===== config.mk =====
export PLATFORM = sky130hd
export DESIGN_NAME = arp_sequencer
export DESIGN_NICKNAME = d
export VERILOG_FILES = /design/src/rtl/arp_sequencer.sv
export SDC_FILE = /design/constraint.sdc
export NUM_CORES = 1
export LEC_CHECK = 0
export BUFFER_PORTS_ARGS = -buffer_cell sky130_fd_sc_hd__buf_4
export CAP_MARGIN = 20
export CORE_MARGIN = 8
export CORE_UTILIZATION = 40
export CTS_CLUSTER_SIZE = 8
export DETAILED_ROUTE_END_ITERATION = 12
export GPL_ROUTABILITY_DRIVEN = 0
export PLACE_DENSITY = 0.72
export SLEW_MARGIN = 0
export SYNTH_ARGS = -nofsm -noshare
export SYNTH_HDL_FRONTEND = slang
export SYNTH_SLANG_ARGS = --single-unit

===== constraint.sdc =====
create_clock -name Clk -period 3.5 [get_ports Clk]
set_input_delay 0.35 -clock Clk [delete_from_list [all_inputs] [get_ports Clk]]
set_output_delay 0.35 -clock Clk [all_outputs]
set_load 0.03 [all_outputs]

===== src/rtl/arp_sequencer.sv =====
// N-key arpeggiator: gates the held-key vector down to one stepping key (up/down/ping-pong) or bypasses it.
// Optional build macro ARP_GATE_GAP_EN inserts a one-tick key_on low gap after every step.
module arp_sequencer #(
    parameter int NUM_KEYS = 8,
    parameter int CNT_W    = 16
) (
    input  logic                          Clk,
    input  logic                          Reset,
    input  logic                          tick,
    input  logic                          enable,
    input  logic [1:0]                    mode,
    input  logic [CNT_W-1:0]              countermax,
    input  logic [NUM_KEYS-1:0]           keys_in,
    output logic [NUM_KEYS-1:0]           keys_out,
    output logic [$clog2(NUM_KEYS)-1:0]   step_idx,
    output logic                          step_pulse
);

    // state  | meaning
    // S_IDLE | bypass (enable=0) or nothing held; counter parked at 0
    // S_RUN  | stepping through held keys on terminal ticks
    localparam int IDX_W = $clog2(NUM_KEYS);

    typedef enum logic {S_IDLE, S_RUN} state_t;

    state_t           state;
    logic [CNT_W-1:0] counter;
    logic             dir;       // 0 = up, 1 = down (ping-pong only)
    logic [1:0]       mode_q;

    function automatic logic [IDX_W-1:0] lowest_held(input logic [NUM_KEYS-1:0] k);
        logic [IDX_W-1:0] r;
        r = '0;
        for (int i = NUM_KEYS - 1; i >= 0; i--)
            if (k[i]) r = IDX_W'(i);
        return r;
    endfunction

    function automatic logic [IDX_W-1:0] highest_held(input logic [NUM_KEYS-1:0] k);
        logic [IDX_W-1:0] r;
        r = '0;
        for (int i = 0; i < NUM_KEYS; i++)
            if (k[i]) r = IDX_W'(i);
        return r;
    endfunction

    // Returns {next_dir, next_idx}; holds both when no other key qualifies.
    function automatic logic [IDX_W:0] advance(
        input logic [IDX_W-1:0]    idx,
        input logic [NUM_KEYS-1:0] k,
        input logic [1:0]          md,
        input logic                d
    );
        logic [IDX_W-1:0] nxt;
        logic             nd;
        logic             found;
        int               j;
        nxt   = idx;
        nd    = d;
        found = 1'b0;
        j     = 0;
        case (md)
            2'd1: begin
                for (int s = 1; s < NUM_KEYS; s++) begin
                    j = int'(idx) - s;
                    if (j < 0) j = j + NUM_KEYS;
                    if (!found && k[j]) begin
                        found = 1'b1;
                        nxt   = IDX_W'(j);
                    end
                end
            end
            2'd2: begin
                if (!d) begin
                    for (int i = 0; i < NUM_KEYS; i++)
                        if (!found && i > int'(idx) && k[i]) begin
                            found = 1'b1;
                            nxt   = IDX_W'(i);
                        end
                    for (int i = NUM_KEYS - 1; i >= 0; i--)
                        if (!found && i < int'(idx) && k[i]) begin
                            found = 1'b1;
                            nxt   = IDX_W'(i);
                            nd    = 1'b1;
                        end
                end else begin
                    for (int i = NUM_KEYS - 1; i >= 0; i--)
                        if (!found && i < int'(idx) && k[i]) begin
                            found = 1'b1;
                            nxt   = IDX_W'(i);
                        end
                    for (int i = 0; i < NUM_KEYS; i++)
                        if (!found && i > int'(idx) && k[i]) begin
                            found = 1'b1;
                            nxt   = IDX_W'(i);
                            nd    = 1'b0;
                        end
                end
            end
            default: begin
                for (int s = 1; s < NUM_KEYS; s++) begin
                    j = int'(idx) + s;
                    if (j >= NUM_KEYS) j = j - NUM_KEYS;
                    if (!found && k[j]) begin
                        found = 1'b1;
                        nxt   = IDX_W'(j);
                    end
                end
            end
        endcase
        return {nd, nxt};
    endfunction

    logic             any_held;
    logic             entering;
    logic             terminal;
    logic             dir_eff;
    logic             adv_dir;
    logic [IDX_W-1:0] adv_idx;
    logic [IDX_W-1:0] start_idx;
    logic [IDX_W-1:0] idx_next;
    logic [NUM_KEYS-1:0] run_out;

    // Search uses the live keys_in, so a release on a terminal tick is already excluded.
    always_comb begin
        any_held  = (keys_in != '0);
        entering  = enable && any_held && (state == S_IDLE);
        terminal  = enable && any_held && (state == S_RUN) && tick && (counter == countermax);
        dir_eff   = (mode != mode_q) ? 1'b0 : dir;
        {adv_dir, adv_idx} = advance(step_idx, keys_in, mode, dir_eff);
        start_idx = (mode == 2'd1) ? highest_held(keys_in) : lowest_held(keys_in);
        idx_next  = terminal ? adv_idx : step_idx;
        run_out   = keys_in & (NUM_KEYS'(1) << idx_next);
    end

`ifdef ARP_GATE_GAP_EN
    logic gap;
    logic gap_next;

    // Gap covers the tick interval right after a step; skipped when every tick steps.
    always_comb begin
        gap_next = 1'b0;
        if (entering || terminal)
            gap_next = (countermax != '0);
        else if (enable && any_held && state == S_RUN)
            gap_next = tick ? 1'b0 : gap;
    end

    always_ff @(posedge Clk) begin
        if (Reset) gap <= 1'b0;
        else       gap <= gap_next;
    end
`endif

    always_ff @(posedge Clk) begin
        if (Reset) begin
            state      <= S_IDLE;
            counter    <= '0;
            dir        <= 1'b0;
            step_idx   <= '0;
            keys_out   <= '0;
            step_pulse <= 1'b0;
            mode_q     <= 2'd0;
        end else begin
            step_pulse <= 1'b0;
            mode_q     <= mode;
            if (!enable) begin
                state    <= S_IDLE;
                counter  <= '0;
                keys_out <= keys_in;
            end else if (!any_held) begin
                state    <= S_IDLE;
                counter  <= '0;
                keys_out <= '0;
            end else if (state == S_IDLE) begin
                state      <= S_RUN;
                step_idx   <= start_idx;
                counter    <= '0;
                dir        <= 1'b0;
                step_pulse <= 1'b1;
`ifdef ARP_GATE_GAP_EN
                keys_out   <= gap_next ? '0 : (NUM_KEYS'(1) << start_idx);
`else
                keys_out   <= NUM_KEYS'(1) << start_idx;
`endif
            end else begin
                dir <= dir_eff;
                if (tick) begin
                    if (terminal) begin
                        counter    <= '0;
                        step_idx   <= adv_idx;
                        dir        <= adv_dir;
                        step_pulse <= 1'b1;
                    end else begin
                        counter <= counter + CNT_W'(1);
                    end
                end
`ifdef ARP_GATE_GAP_EN
                keys_out <= gap_next ? '0 : run_out;
`else
                keys_out <= run_out;
`endif
            end
        end
    end

endmodule


==> flow_summary.toml, run 1 <==
[worst_setup_path]
path_max_fanout = 4
crit_arrival_ns = 3.67
path_cells = "clkinvlp_4, ha_1, mux4_2, mux2i_1, a21oi_1, o21ai_0, a2111o_1, o211ai_1, a21oi_1, nand2b_1, o31ai_2"
reg2reg_depth = 11
slowest_delay_ns = 0.54
crit_required_ns = 3.70
path_class = "reg -> reg"
slowest_stage = "mux4_2"
endpoint_kind = "register"
cpMostUsedCell = "a21oi_1"
crit_path_start_kind = "register"

[place]
detailed_place_hpwl_um = 8460
post_dp_cell_area_mm2 = 0.00416
io_buffers = 41
place_ws_ns = -0.0173
place_inst = 608

[global_routing]
antenna_found_initial = 0
grt_first_pass_wirelength_um = 18400
grt_max_degree = 24
overflow = 0
grt.total_usage = 0.173
grt_pass1_vias = 3742

[synthesis]
synth_async_sr_flop_share = 0
syn-cell-area_mm2 = 0.00370
synth.avg_cell_area_um2 = 7.83
synth-seq-cells = 32
yosysWarnings = 0
synth_top_flop_cell = "dfxtp_1"
synth.distinct_cells = 61
ys_seq_area_frac = 0.173
syn-num-nets = 516
synth_edf_count = 0
syn_inst = 472

[run]
maxCapViolCount = 0

[power_and_ir_drop]
swShare = 0.388
switchingPower_uw = 552
worst_ir_drop_vdd_mv = 0.187
seqPwrFrac = 0.270
cellLeakagePower_uw = 0.00170
power.density_mw_per_mm2 = 324
combPwrFrac = 0.509
p_int_uw = 870
clkPwrFrac = 0.221

[final_layout]
n_antenna_cell = 0
drive_gt1_frac = 0.243
fillers = 877
area_delta_synth_final_pct = 18.8
final_nets = 554
final_cells = 622
final_cell_mix = "buf_4 (62), nor2_1 (43), nand2_1 (39), dfxtp_1 (29), a21oi_1 (25)"
final_common_cell = "buf_4"
design_area_mm2 = 0.00439

[floorplanning]
fp.dieW_um = 112
design.core.area_mm2 = 0.00911
dieHeight_um = 112
ios = 42
start_util = 0.406
dieArea_mm2 = 0.0126
std_cell_rows = 35

[sta]
relSlewSlack = 0.609
setup_viol = 0
rsz0062_at_grt = "yes"
skew_ns = 0.00830
hold_violations = 0
finalCriticalPeriod_ns = 3.47
period_share = 0.992
worst_pin_slew_ns = 0.584
layout_setup_ws_ns = 0.0268
slew_viol_final = 0
fmax_mhz = 288

[route]
vias_per_cell = 6.24
first_iter_violations = 280
drc = 0
antenna_left = 0
vias = 3882
dr.pass1.iters = 5
routed_wl_um = 11400
wl_per_cell_um = 18.3

[clocking]
htree_levels = 2
cts_tree = "yes"
clk_pin_slew_ns = 0.07
cts_inserted_buffers = 5
clk_latency_ns = 0.28
cts_hold_buffers = 0
root_buffer = "clkbuf_8"
clk_path_buf_depth = 2
clkSinkCount = 32

[run_status]
status = "completed"

[hold_path]
hold_class = "in -> reg"
hold_depth = 2
## power groups by stage
stage                     Sequential, uW  Combinational [uW]  Clock, uW
after floorplan                      410                 466          0
after global placement               392                 649          0
after detailed placement             392                 664          0
after CTS                            384                 668        319
after global routing                 386                 772        341
final                                384                 724        314
## final timing paths
kind	start	endpoint	slack (ns)
setup / recovery	step_idx[1]$_SDFFE_PP0P_	keys_out[3]$_SDFF_PP0_	0.03
hold / removal	Reset	step_idx[1]$_SDFFE_PP0P_	0.32
setup reg to reg	step_idx[1]$_SDFFE_PP0P_	keys_out[3]$_SDFF_PP0_	0.03
hold reg to reg	counter[15]$_SDFFE_PP0P_	counter[15]$_SDFFE_PP0P_	0.54
## cell families after synthesis
logic type      count (synthesis)  share of synthesized area
buf+inv                        48                     0.0548
xor+xnor                       34                     0.0806
fa+ha+maj                      14                     0.0474
simple gates                  180                      0.240
flops                          32                      0.173
mux                            35                      0.165
compound gates                129                      0.239
## cell usage after synthesis, types with 5 or more instances
cell,count,share of area
xnor2_1,11,0.026
nor2b_1,18,0.030
and2_1,7,0.012
dfxtp_1,32,0.17
nor4_1,9,0.015
mux2_2,8,0.024
nand2b_1,14,0.024
ha_1,14,0.047
o21ai_0,25,0.034
and3_1,5,0.0085
o211ai_1,8,0.016
nand4_1,7,0.012
nor2_1,43,0.044
clkbuf_1,24,0.024
xor2_1,23,0.055
a31oi_1,10,0.017
o21a_1,6,0.012
nand3_1,21,0.028
a22oi_1,8,0.016
a21oi_1,25,0.034
mux2i_1,5,0.014
nor3_1,11,0.015
mux4_2,19,0.12
o31ai_1,8,0.016
nand2_1,39,0.040
inv_1,16,0.016
## registers in the layout (all words and copies together), names as in the netlist
register and cells:
counter 16, dir 1, keys_out 8, mode_q 2
state 1, step_idx 3, step_pulse 1
## metal layers
metal	routed length [um]	part of all wire	global-route usage	up-vias
li1	-	-	-	1829
met4	213	0.019	0.0558	0
met1	4940	0.44	0.231	1837
met3	881	0.078	0.0301	24
met5	0	0	0	-
met2	5320	0.47	0.275	192
## per-stage QoR
stage	hold WS (ns)	TNS [ns]	power [uW]	utilization
6_report	0.323	0	1420	0.482
5_1_grt	0.320	-0.477	1500	0.482
4_1_cts	0.310	0	1370	0.469
3_5_place_dp	0.529	-0.0173	1060	0.457
3_3_place_gp	0.519	0	1040	0.457
2_1_floorplan	0.488	-0.130	876	-
## cell type report
type / count / area (um^2) / share of cell area
flip-flops and latches: 32 / 649 / 0.148
multi-input cells: 392 / 2960 / 0.675
well taps: 111 / 139 / 0.0316
repair buffers: 62 / 465 / 0.106
clock buffers: 8 / 100 / 0.0228
inverters: 17 / 75.1 / 0.0171
## critical path, delay by kind of cell (launching register included)
| kind | cells | cell delay, ns |
|---|---|---|
| AO/OA/AOI/OAI | 6 | 1.42 |
| multiplexers | 2 | 0.93 |
| flip-flops | 1 | 0.38 |
| adder cells (fa/ha/maj) | 1 | 0.36 |
| AND/OR/NAND/NOR | 1 | 0.16 |
| buffers and inverters | 1 | 0.14 |
## what timing repair did
| item | in CTS | in global routing |
|---|---|---|
| setup buffers | 0 | 6 |
| pin swaps | 0 | 9 |
| gates resized for setup | 1 | 17 |
| endpoints found under the setup margin | 1 | 10 |
Note: power is estimated with default switching activity, not from simulation.
==> run 2: changes to the inputs <==
Settings changed: GPL_ROUTABILITY_DRIVEN 0 to unset, PLACE_DENSITY 0.72 to 0.7.
Clock period 3.5 ns to 3.78 ns, I/O delays scaled along.
==> run 2 against run 1 <==
  * Non-clock buffer count fell by 7
  * Sequential share of layout area grew 0.44 points
  * Critical endpoint is now keys_out[6]$_SDFF_PP0_
  * Combinational power fell by 16%
  * Setup slack improved by 0.26 ns
  * Cell area shrank 3.5%
  * Hold slack gained 0.023 ns
  * Via count decreased by 2.3%
==> flow_summary.toml, run 2 (synthesis results as in run 1) <==
[run_status]
status = "completed"

[final_layout]
final_nets = 547
largest_register = "counter"
final_common_cell = "buf_4"
reg_top3 = "counter (16), keys_out (8), step_idx (3)"
final_cell_mix = "buf_4 (55), nor2_1 (43), nand2_1 (39), dfxtp_1 (30)"
n_antenna_cell = 0
largest_reg_flops = 16
fillers = 904
area_delta_synth_final_pct = 14.7
drive_gt1_frac = 0.204
final_util = 0.465

[power_and_ir_drop]
combPwrFrac = 0.467
worst_ir_drop_vdd_mv = 0.144
power_uw = 1300
cellLeakagePower_uw = 0.00164
clkPwrFrac = 0.261
p_int_uw = 816
switchingPower_uw = 482
seqPwrFrac = 0.271
swShare = 0.372
power.density_mw_per_mm2 = 306

[run]
maxCapViolCount = 0

[worst_setup_path]
rr_startpoint = "step_idx[0]$_SDFFE_PP0P_"
r2r-end = "keys_out[6]$_SDFF_PP0_"
crit_path_start_kind = "register"
crit_arrival_ns = 3.69
crit_path_start = "step_idx[0]$_SDFFE_PP0P_"
crit_required_ns = 3.97
path_max_fanout = 8
path_class = "reg -> reg"
reg2reg_depth = 11
reg2reg_slack_ns = 0.28
endpoint_kind = "register"

[route]
routed_wl_um = 10700
dr.pass1.iters = 8
drc = 0
vias = 3792
first_iter_violations = 299
vias_per_cell = 6.17
wl_per_cell_um = 17.4
antenna_left = 0

[sta]
finalCriticalPeriod_ns = 3.50
worst_pin_slew_ns = 0.668
slew_viol_final = 0
setup_viol = 0
relSlewSlack = 0.550
fin_tns_setup_ns = 0
period_share = 0.925
fmax_mhz = 286
skew_ns = 0.00408
holdWs_ns = 0.347
rsz0062_at_grt = "no"
hold_violations = 0
layout_setup_ws_ns = 0.285

[global_routing]
grt.total_usage = 0.168
grt_pass1_vias = 3594
antenna_found_initial = 0
grt_first_pass_wirelength_um = 17800
grt_max_degree = 25
overflow = 0

[place]
place_ws_ns = 0.221
detailed_place_hpwl_um = 7930
place.gp.congestion = 0.967
io_buffers = 41

[floorplanning]
std_cell_rows = 35
design.core.area_mm2 = 0.00911
ios = 42
dieHeight_um = 112
start_util = 0.406
fp.dieW_um = 112
dieArea_mm2 = 0.0126

[clocking]
root_buffer = "clkbuf_8"
clk_path_buf_depth = 2
clk_latency_ns = 0.29
clkSinkCount = 32
cts_hold_buffers = 0
cts_tree = "yes"
clk_pin_slew_ns = 0.07
cts_inserted_buffers = 5
post_cts_resize_count = 0
htree_levels = 2
post-cts-setup-buffers = 0

[hold_path]
hold_end = "mode_q[1]$_SDFF_PP0_"
min_from = "Reset"
hold_class = "in -> reg"
hold_depth = 2
==> run 2: how the worst max path moves through the flow <==
stage,cells past startpoint,slack [ns],endpoint
2_1_floorplan,14,0.05,step_idx[1]$_SDFFE_PP0P_
3_3_place_gp,10,0.29,keys_out[6]$_SDFF_PP0_
3_5_place_dp,10,0.22,keys_out[6]$_SDFF_PP0_
4_1_cts,10,0.20,keys_out[6]$_SDFF_PP0_
5_1_grt,12,0.01,keys_out[7]$_SDFF_PP0_
6_report,11,0.28,keys_out[6]$_SDFF_PP0_
==> run 2: through the flow <==
stage                     std cells  instance area (um^2)
after floorplan                 472                  3700
after global placement          607                  4110
after detailed placement        607                  4110
after CTS                       615                  4240
after global routing            615                  4240
final                           615                  4240
==> run 2: area by class of cell <==
type / count / area [um^2] / area share
well taps: 111 / 139 / 0.0328
inverters: 17 / 63.8 / 0.0151
clock buffers: 8 / 121 / 0.0286
repair buffers: 55 / 413 / 0.0974
multi-input cells: 392 / 2860 / 0.674
flip-flops and latches: 32 / 646 / 0.152
==> run 2: power groups by stage <==
stage	clock network (uW)	registers [uW]	logic [uW]
after floorplan	0	379	418
after global placement	0	360	593
after detailed placement	0	360	593
after CTS	348	352	596
after global routing	367	353	656
final	339	352	607
==> run 2: per-layer routing <==
layer,global-route usage,part of all wire,vias up
met5,0,0,-
met3,0.0236,0.065,30
met2,0.269,0.47,168
met1,0.228,0.45,1782
met4,0.0549,0.022,0
li1,-,-,1812
==> run 2: worst max-delay path, cell delays in order (launching register included) <==
cell      delay, ns
dfxtp_4        0.35
inv_2          0.04
ha_2           0.19
ha_1           0.32
mux4_2         0.52
mux2_2         0.36
or4_4          0.53
o21ai_0        0.22
o21ai_0        0.12
a31oi_1        0.26
nand3_1        0.20
o311ai_1       0.29
